===== src/rtl/hist_stream_reader.sv =====
// hist_stream_reader
//   Receives one frame of NUM_BINS histogram bin counts from a byte-wide
//   stream, stores them in a local register file and accumulates summary
//   statistics while the frame arrives. Malformed frames are flagged.
//   The stored counts can be read back through a registered port.
//
// Ports:
//   clk, reset            - clock, synchronous active-high reset
//   arm                   - one-cycle pulse: clear capture state, await frame
//   bin_data/valid/last   - incoming bin stream
//   busy, done            - frame in progress / frame complete
//   err_short/err_overrun - frame ended early / frame had too many bins
//   total, mode_bin, mode_count, nonzero_bins - frame statistics
//   rd_addr, rd_data      - readback of captured counts, 1-cycle latency
module hist_stream_reader #(
    parameter int NUM_BINS = 16,
    parameter int COUNT_W  = 8,
    parameter int IDX_W    = 4
) (
    input  logic                     clk,
    input  logic                     reset,
    input  logic                     arm,
    input  logic [COUNT_W-1:0]       bin_data,
    input  logic                     bin_valid,
    input  logic                     bin_last,
    output logic                     busy,
    output logic                     done,
    output logic                     err_short,
    output logic                     err_overrun,
    output logic [COUNT_W+IDX_W-1:0] total,
    output logic [IDX_W-1:0]         mode_bin,
    output logic [COUNT_W-1:0]       mode_count,
    output logic [IDX_W:0]           nonzero_bins,
    input  logic [IDX_W-1:0]         rd_addr,
    output logic [COUNT_W-1:0]       rd_data
);

    localparam int TOTAL_W = COUNT_W + IDX_W;
    localparam logic [IDX_W:0] FULL_IDX = (IDX_W+1)'(NUM_BINS);
    localparam logic [IDX_W:0] LAST_IDX = (IDX_W+1)'(NUM_BINS - 1);
    localparam logic [IDX_W:0] IDX_ONE  = (IDX_W+1)'(1);

    typedef enum logic [1:0] {
        S_IDLE,
        S_ARMED,
        S_RECEIVE,
        S_DONE
    } state_t;

    state_t               state_q, state_d;
    logic [IDX_W:0]       idx_q, idx_d;
    logic [COUNT_W-1:0]   mem_q [NUM_BINS];
    logic [COUNT_W-1:0]   mem_d [NUM_BINS];
    logic [TOTAL_W-1:0]   total_q, total_d;
    logic [IDX_W-1:0]     mode_bin_q, mode_bin_d;
    logic [COUNT_W-1:0]   mode_count_q, mode_count_d;
    logic [IDX_W:0]       nonzero_q, nonzero_d;
    logic                 err_short_q, err_short_d;
    logic                 err_overrun_q, err_overrun_d;
    logic [COUNT_W-1:0]   rd_data_q, rd_data_d;
    logic                 accept;

    always_comb begin
        state_d       = state_q;
        idx_d         = idx_q;
        mem_d         = mem_q;
        total_d       = total_q;
        mode_bin_d    = mode_bin_q;
        mode_count_d  = mode_count_q;
        nonzero_d     = nonzero_q;
        err_short_d   = err_short_q;
        err_overrun_d = err_overrun_q;
        rd_data_d     = mem_q[rd_addr];
        accept        = bin_valid && ((state_q == S_ARMED) || (state_q == S_RECEIVE));

        // arm wins over a coincident beat; that beat is simply lost
        if (arm) begin
            state_d       = S_ARMED;
            idx_d         = '0;
            mem_d         = '{default: '0};
            total_d       = '0;
            mode_bin_d    = '0;
            mode_count_d  = '0;
            nonzero_d     = '0;
            err_short_d   = 1'b0;
            err_overrun_d = 1'b0;
        end else if (accept) begin
            if (idx_q < FULL_IDX) begin
                mem_d[idx_q[IDX_W-1:0]] = bin_data;
                idx_d   = idx_q + IDX_ONE;
                total_d = total_q + TOTAL_W'(bin_data);
                if (bin_data != '0) begin
                    nonzero_d = nonzero_q + IDX_ONE;
                end
                // strict compare: ties keep the earlier bin
                if (bin_data > mode_count_q) begin
                    mode_count_d = bin_data;
                    mode_bin_d   = idx_q[IDX_W-1:0];
                end
                if (bin_last && (idx_q < LAST_IDX)) begin
                    err_short_d = 1'b1;
                end
            end else begin
                // index saturates at NUM_BINS; extra data is discarded
                err_overrun_d = 1'b1;
            end
            state_d = bin_last ? S_DONE : S_RECEIVE;
        end
    end

    always_ff @(posedge clk) begin
        if (reset) begin
            state_q       <= S_IDLE;
            idx_q         <= '0;
            mem_q         <= '{default: '0};
            total_q       <= '0;
            mode_bin_q    <= '0;
            mode_count_q  <= '0;
            nonzero_q     <= '0;
            err_short_q   <= 1'b0;
            err_overrun_q <= 1'b0;
            rd_data_q     <= '0;
        end else begin
            state_q       <= state_d;
            idx_q         <= idx_d;
            mem_q         <= mem_d;
            total_q       <= total_d;
            mode_bin_q    <= mode_bin_d;
            mode_count_q  <= mode_count_d;
            nonzero_q     <= nonzero_d;
            err_short_q   <= err_short_d;
            err_overrun_q <= err_overrun_d;
            rd_data_q     <= rd_data_d;
        end
    end

    assign busy         = (state_q == S_ARMED) || (state_q == S_RECEIVE);
    assign done         = (state_q == S_DONE);
    assign err_short    = err_short_q;
    assign err_overrun  = err_overrun_q;
    assign total        = total_q;
    assign mode_bin     = mode_bin_q;
    assign mode_count   = mode_count_q;
    assign nonzero_bins = nonzero_q;
    assign rd_data      = rd_data_q;

endmodule


===== config.mk =====
export PLATFORM = sky130hd
export DESIGN_NAME = hist_stream_reader
export DESIGN_NICKNAME = d
export VERILOG_FILES = /design/src/rtl/hist_stream_reader.sv
export SDC_FILE = /design/constraint.sdc
export NUM_CORES = 1
export LEC_CHECK = 0
export CAP_MARGIN = 20
export CELL_PAD_IN_SITES_DETAIL_PLACEMENT = 0
export CELL_PAD_IN_SITES_GLOBAL_PLACEMENT = 1
export CORE_UTILIZATION = 49
export CTS_BUF_LIST = sky130_fd_sc_hd__clkbuf_16
export CTS_CLUSTER_DIAMETER = 200
export DETAILED_ROUTE_END_ITERATION = 10
export MAX_ROUTING_LAYER = met4
export PLACE_DENSITY = 0.85
export SLEW_MARGIN = 5
export SYNTH_ARGS = -nofsm -noshare
export SYNTH_HDL_FRONTEND = slang
export SYNTH_SLANG_ARGS = --single-unit

===== constraint.sdc =====
create_clock -name clk -period 2.6 [get_ports clk]
set_input_delay 0.26 -clock clk [delete_from_list [all_inputs] [get_ports clk]]
set_output_delay 0.26 -clock clk [all_outputs]
set_load 0.01 [all_outputs]

### Word-level counts from Yosys, hierarchy flattened

Cells that the tools add are included.
Widths: inputs -> output; s select.

| word-level totals | value |
|---|---|
| bits in registers | 174 |
| word-level logic and storage cells | 62 |

| operators by class | value |
|---|---|
| add/subtract/negate cells | 3 |
| bitwise operators | 3 |
| order comparisons | 6 |
| reductions and logical operators | 12 |
| muxes and demuxes | 9 |
| equality and inequality tests | 3 |

Operator list:

| kind | number |
|---|---|
| $bwmux 128 | 1 |
| $bmux 8 s4 | 1 |
| $demux 8 s4 | 1 |
| $mux 8 | 3 |
| $add 12x8->12 | 1 |
| $add 5x1->5 const B | 2 |
| $ge 5x5->1 const B | 2 |
| $not 4->5 | 2 |
| $reduce_and 3->1 | 3 |
| $gt 8x8->1 | 1 |
| $reduce_bool 8->1 | 1 |
| $lt 5x1->1 const B | 1 |
| $lt 5x4->1 const B | 1 |
| $lt 5x5->1 const B | 1 |
| $eq 2x2->1 const B | 2 |
| $reduce_and 2->1 | 2 |
| $logic_and 1x1->1 | 3 |
| $mux 1 | 3 |
| $eq 2x1->1 const B | 1 |
| $reduce_bool 2->1 | 1 |
| $reduce_or 2->1 | 1 |
| $logic_or 1x1->1 | 1 |
| $not 1->1 | 1 |

### Logic depth before layout (Yosys ltp)

| depth | value |
|---|---|
| depth in word-level cells | 6 |
| mapped depth | 8 |
| depth with buffers taken out | 7 |

### Worst setup path after synthesis

Ideal clock, no wire load.

| path | value |
|---|---|
| path kind | flip-flop to flip-flop |
| start point | reg total_q[0], in the netlist total[0] |
| end point | reg total_q[8], in the netlist total[8] |
| path slack | 747 ps |
| library setup time | 132 ps |
| stages on the path, launching flop included | 8 |
| data arrival time | 1721 ps |
| clock period less this slack | 1853 ps |
| cell sequence | dfxtp_1 ha_1 fa_1 a211oi_1 o21ai_0 a31oi_1 or3_1 a21oi_1 |

| between the ends | value |
|---|---|
| word-level cells in the longest chain between the ends | 1 |

RTL lines:

| item | RTL line | source |
|---|---|---|
| start, declared | 54 | `logic [TOTAL_W-1:0] total_q, total_d;` |
| start signal, assigned | 127 | `total_q <= total_d;` |
| $add 12x8->12 | 91 | `total_d = total_q + TOTAL_W'(bin_data);` |

Every way passes these cells.
A chain may end at the register's enable or synchronous reset.

### Worst setup path in the final report

| path | value |
|---|---|
| start point | reg state_q[1] |
| end point | reg mem_q[8] (netlist bit) |

| between the ends | value |
|---|---|
| word-level cells in the longest chain between the ends | 4 |
| elaborated cells on any way between the ends | 5 |

RTL lines:

| item | RTL line | source |
|---|---|---|
| start, declared | 50 | `state_t state_q, state_d;` |
| start signal, assigned | 124 | `state_q <= state_d;` |
| $eq 2x1->1 or $eq 2x2->1 (tied branches) | 74 | `accept = bin_valid && ((state_q == S_ARMED) \|\| (state_q == S_RECEIVE));` |
| $logic_or 1x1->1 * | 74 |  |
| $logic_and 1x1->1 * | 74 |  |
| $reduce_and 2->1 (no line) * | - |  |
| end signal, assigned | 126 | `mem_q <= mem_d;` |
| end, declared | 52 | `logic [COUNT_W-1:0] mem_q [NUM_BINS];` |

Every way passes the cells marked *; elsewhere a longest branch is shown, timed or not.

==> run summary <==
The run finished with clean final reports. The clock tree synthesis step divided the H-tree into 4 levels. Measured against its own limit, the worst slew margin works out to 51.0%. Entering global routing, the biggest net connects 52 pins. After clock tree synthesis, the clock-pin slew on the worst setup and hold paths is 0.06 ns.

Source of the critical timing path: state_q[1]. The floorplan step set the die width to 129 µm. The run gives 0 as the number of slew-limit violations in the final report. The worst setup path is launched from a register.

The run gives 58.8% as the final design utilization. Ranked by instance count, the synthesized netlist is headed by sky130_fd_sc_hd__dfxtp_1 (174), sky130_fd_sc_hd__nor2_1 (104), sky130_fd_sc_hd__mux2i_1 (93), sky130_fd_sc_hd__a21oi_1 (76), sky130_fd_sc_hd__o21ai_0 (69). The tools report the total grt overflow as 0. Start point of the worst hold path: mem_q[10]. The run gives 0 as the count of final hold-check violations. After technology mapping, the gate count stands at 811. Setup violations remaining at the end of the flow were counted as 0. The number of clock buffers inserted by TritonCTS was 17.

The post-CTS setup buffer count is 0. The share of total power dissipated in sequential elements is 48.0%. Once the floorplan was initialized, standard cells occupied 50.2% of the core. The tools report the clock insertion delay at the later pin of the skew report as 0.43 ns.

For this run, the post-layout net count is 891. The floorplan core area is 15800 µm², and the average wire per cell in the routed design is 18.3 µm. The data required time of the critical path is 2.96 ns, and the share of the synthesized area in the top cell type is 43.9%. The post-cts repair resize count was 0. For this run, the number of Yosys warnings is 0.

Dividing the synthesized area by the synthesized cell count gives 9.79 µm². The post-synth design cell area came out at 7940 µm². For this design the total switching power over the nets is 1.29 mW.

In this run the critical register-to-register path is launched from state_q[1]. TritonCTS built the clock tree. In this run the remaining antenna-violating nets after routing total 0. Combinational cells account for 7.1% of the total power. The routed layout has 6148 vias.

Most frequently used flop master after synthesis: sky130_fd_sc_hd__dfxtp_1. The share of the Yosys chip area taken by registers is 43.9%. 0 antenna diodes ended up in the layout. The number of synthesized register bits works out to 174.

The leakage power was 3.36 nW. From synthesis to final layout, the design area changed by 17.2%. Setup repair after global routing left no endpoint under its margin. The run gives 16700 µm² as the die area. Once detailed placement completed, the half-perimeter wirelength came to 13.7 mm.

Across the run, the number of max-cap violations was 0. Sorting the synthesized cells by area gives the leading types as sky130_fd_sc_hd__dfxtp_1 (44%), sky130_fd_sc_hd__mux2i_1 (12%), sky130_fd_sc_hd__mux4_2 (9.1%). Counting flops with a built-in enable in the synthesized netlist gives 0. The first-pass iteration count of the detailed router is 4, and the measured slew at the worst slew-check pin is 0.735 ns. The tools report the number of distinct library cells after synthesis as 50. After clock tree synthesis, the flow added hold-fix buffers numbering 0. The class of the worst hold path was reg2reg.

Setup total negative slack on the finished layout was measured at 0 ns. The post-route clock period utilization is 83.2%. Dividing total power by cell area gives a power density of 603 nW/µm².

The longest clock path from root to sink contains 2 buffers. The total length of routed wires came out at 19.8 mm. CTS placed an instance of sky130_fd_sc_hd__clkbuf_16 at the clock tree root. Clock skew on the completed layout was measured at 0.00783 ns. The dominant cell type by area after synthesis is sky130_fd_sc_hd__dfxtp_1. The top fanout value on the critical path was 11; the total internal power was 4.32 mW. The most common cell in the synthesized netlist is sky130_fd_sc_hd__dfxtp_1. In this run the core area contains 46 standard-cell rows.

For the number of fill cells, the log shows 1343. Subtracting the final worst setup slack from the clock period gives 2.16 ns. In the routed design, unresolved DRC markers number 0.

The die is 129 µm tall. The type of the setup path with the least slack is reg2reg. The run gives 0.474 ns as the minimum hold slack. The via count of the first global-routing pass is 6076, and the achievable clock frequency is 462 MHz. Net switching is 23.0% of the power. The boundary pin count is 58. Of the cells placed in the final design, the portion with a size suffix greater than 1 is 13.2%. At the worst endpoint, the arrival time is 2.52 ns. After detailed routing, the number of vias per cell comes to 5.69. The port buffer count is 57, and the share of synthesized registers carrying an async set or reset is 0%. The worst setup path is captured at a register.

The number of placed instances, taps included, is 1048. At the end of routability-driven placement, the weighted congestion stood at 0.904. Synthesized net count: 851. The starting DRC count in detailed routing was 442; the power share of the clock group was 44.9%.

IR analysis of the VDD net gives a maximum drop of 396 µV. Initial antenna violation count: 0. The final cell count without fillers is 1080, and the number of sinks driven by the clock tree is 174. The first global-routing pass estimated 32.0 mm of wire. The global routing usage summed across all routing layers is 25.9%.
[worst max-delay path: stages (launching register included)]
cell,delay [ns]
sky130_fd_sc_hd__dfxtp_1,0.31
sky130_fd_sc_hd__ha_1,0.39
sky130_fd_sc_hd__and3b_4,0.36
sky130_fd_sc_hd__nand2_2,0.24
sky130_fd_sc_hd__nor2_1,0.54
sky130_fd_sc_hd__nand2_1,0.12
sky130_fd_sc_hd__a21oi_1,0.13
[flip-flops by register name, indices dropped and copies added (netlist names)]
name and count:
mem_q 128, total 12, mode_count 8, rd_data 8
idx_q 5, nonzero_bins 5, mode_bin 4, state_q 2
err_overrun 1, err_short 1
[path summary, 6_finish.rpt]
check                                 end  slack (ns)  cells after the start
worst min register to register  mem_q[10]        0.47                      2
worst min-delay path            mem_q[10]        0.47                      2
worst max register to register   mem_q[8]        0.44                      6
worst max-delay path             mem_q[8]        0.44                      6
[cells by family (layout without fill, tap and decap cells)]
kind of cell | Yosys count | after routing | share of synthesized area [%]
simple gates | 220 | 220 | 13.3
compound gates | 180 | 180 | 12.3
flops | 174 | 174 | 43.9
mux | 125 | 125 | 20.8
buf+inv | 74 | 127 | 4.41
fa+ha+maj | 23 | 23 | 3.72
xor+xnor | 15 | 15 | 1.65
[cell usage in the layout (no fill, tap or decap), types with 2 or more instances in the layout]
master                            synthesis  final
sky130_fd_sc_hd__dfxtp_1                174    174
sky130_fd_sc_hd__nor2_1                 104    104
sky130_fd_sc_hd__mux2i_1                 93     93
sky130_fd_sc_hd__a21oi_1                 76     76
sky130_fd_sc_hd__o21ai_0                 69     69
sky130_fd_sc_hd__nand2_1                 57     57
sky130_fd_sc_hd__clkdlybuf4s50_1          0     56
sky130_fd_sc_hd__mux4_2                  32     32
sky130_fd_sc_hd__buf_4                    1     24
sky130_fd_sc_hd__ha_1                    22     22
sky130_fd_sc_hd__nand3_1                 19     19
sky130_fd_sc_hd__clkbuf_16                0     17
sky130_fd_sc_hd__inv_1                   10     12
sky130_fd_sc_hd__xor2_1                  10     10
sky130_fd_sc_hd__o22ai_1                  9      9
sky130_fd_sc_hd__nand4_1                  7      7
sky130_fd_sc_hd__a21o_1                   5      5
sky130_fd_sc_hd__xnor2_1                  5      5
sky130_fd_sc_hd__nor2_2                   4      4
sky130_fd_sc_hd__a211oi_1                 4      4
sky130_fd_sc_hd__a31oi_1                  4      4
sky130_fd_sc_hd__nand3_2                  4      4
sky130_fd_sc_hd__nor2_8                   4      4
sky130_fd_sc_hd__clkinv_2                 0      4
sky130_fd_sc_hd__buf_12                   1      4
sky130_fd_sc_hd__nor2_4                   3      3
sky130_fd_sc_hd__o211ai_1                 3      3
sky130_fd_sc_hd__clkinv_1                 0      3
sky130_fd_sc_hd__bufinv_16                0      3
sky130_fd_sc_hd__nand2_2                  2      2
sky130_fd_sc_hd__nand2_4                  2      2
sky130_fd_sc_hd__or3_1                    2      2
sky130_fd_sc_hd__a21oi_2                  2      2
sky130_fd_sc_hd__o21ai_1                  2      2
sky130_fd_sc_hd__nor4_1                   2      2
sky130_fd_sc_hd__nand2b_1                 2      2
sky130_fd_sc_hd__clkinvlp_4               0      2
[power groups by stage]
stage	sequential (mW)	clock, mW	combinational, mW
floorplan	2.75	0	0.257
global placement	2.75	0	0.390
detailed placement	2.75	0	0.397
CTS	2.69	2.55	0.398
global route	2.69	2.67	0.428
finish	2.69	2.52	0.398
[per-layer routing]
metal	share of wire, %	routed length, µm	vias to the layer above	track usage (%)
met4	2.1	425	0	9.76
met5	0	0	-	-
met3	5.3	1050	36	5.04
met2	47	9230	193	40.3
li1	-	-	2949	-
met1	46	9070	2970	33.5
[layout make-up]
| cell class | count | area (µm²) | area share [%] |
|---|---|---|---|
| clock buffer | 17 | 425 | 4.57 |
| timing repair buffer | 85 | 826 | 8.88 |
| multi-input combinational | 563 | 4110 | 44.2 |
| clock inverter | 15 | 153 | 1.64 |
| inverter | 10 | 37.5 | 0.403 |
| tap | 216 | 270 | 2.90 |
| sequential | 174 | 3480 | 37.4 |
[per-stage QoR]
stage | setup slack (ns) | instance area, µm² | total power, mW
after CTS | 0.401 | 9300 | 5.64
after global routing | 0.255 | 9300 | 5.78
after detailed placement | 0.153 | 8730 | 3.15
final | 0.437 | 9300 | 5.61
after global placement | 0.224 | 8730 | 3.14
after floorplan | 0.747 | 7940 | 3.01
No activity file was read; power rests on OpenSTA's default activity.
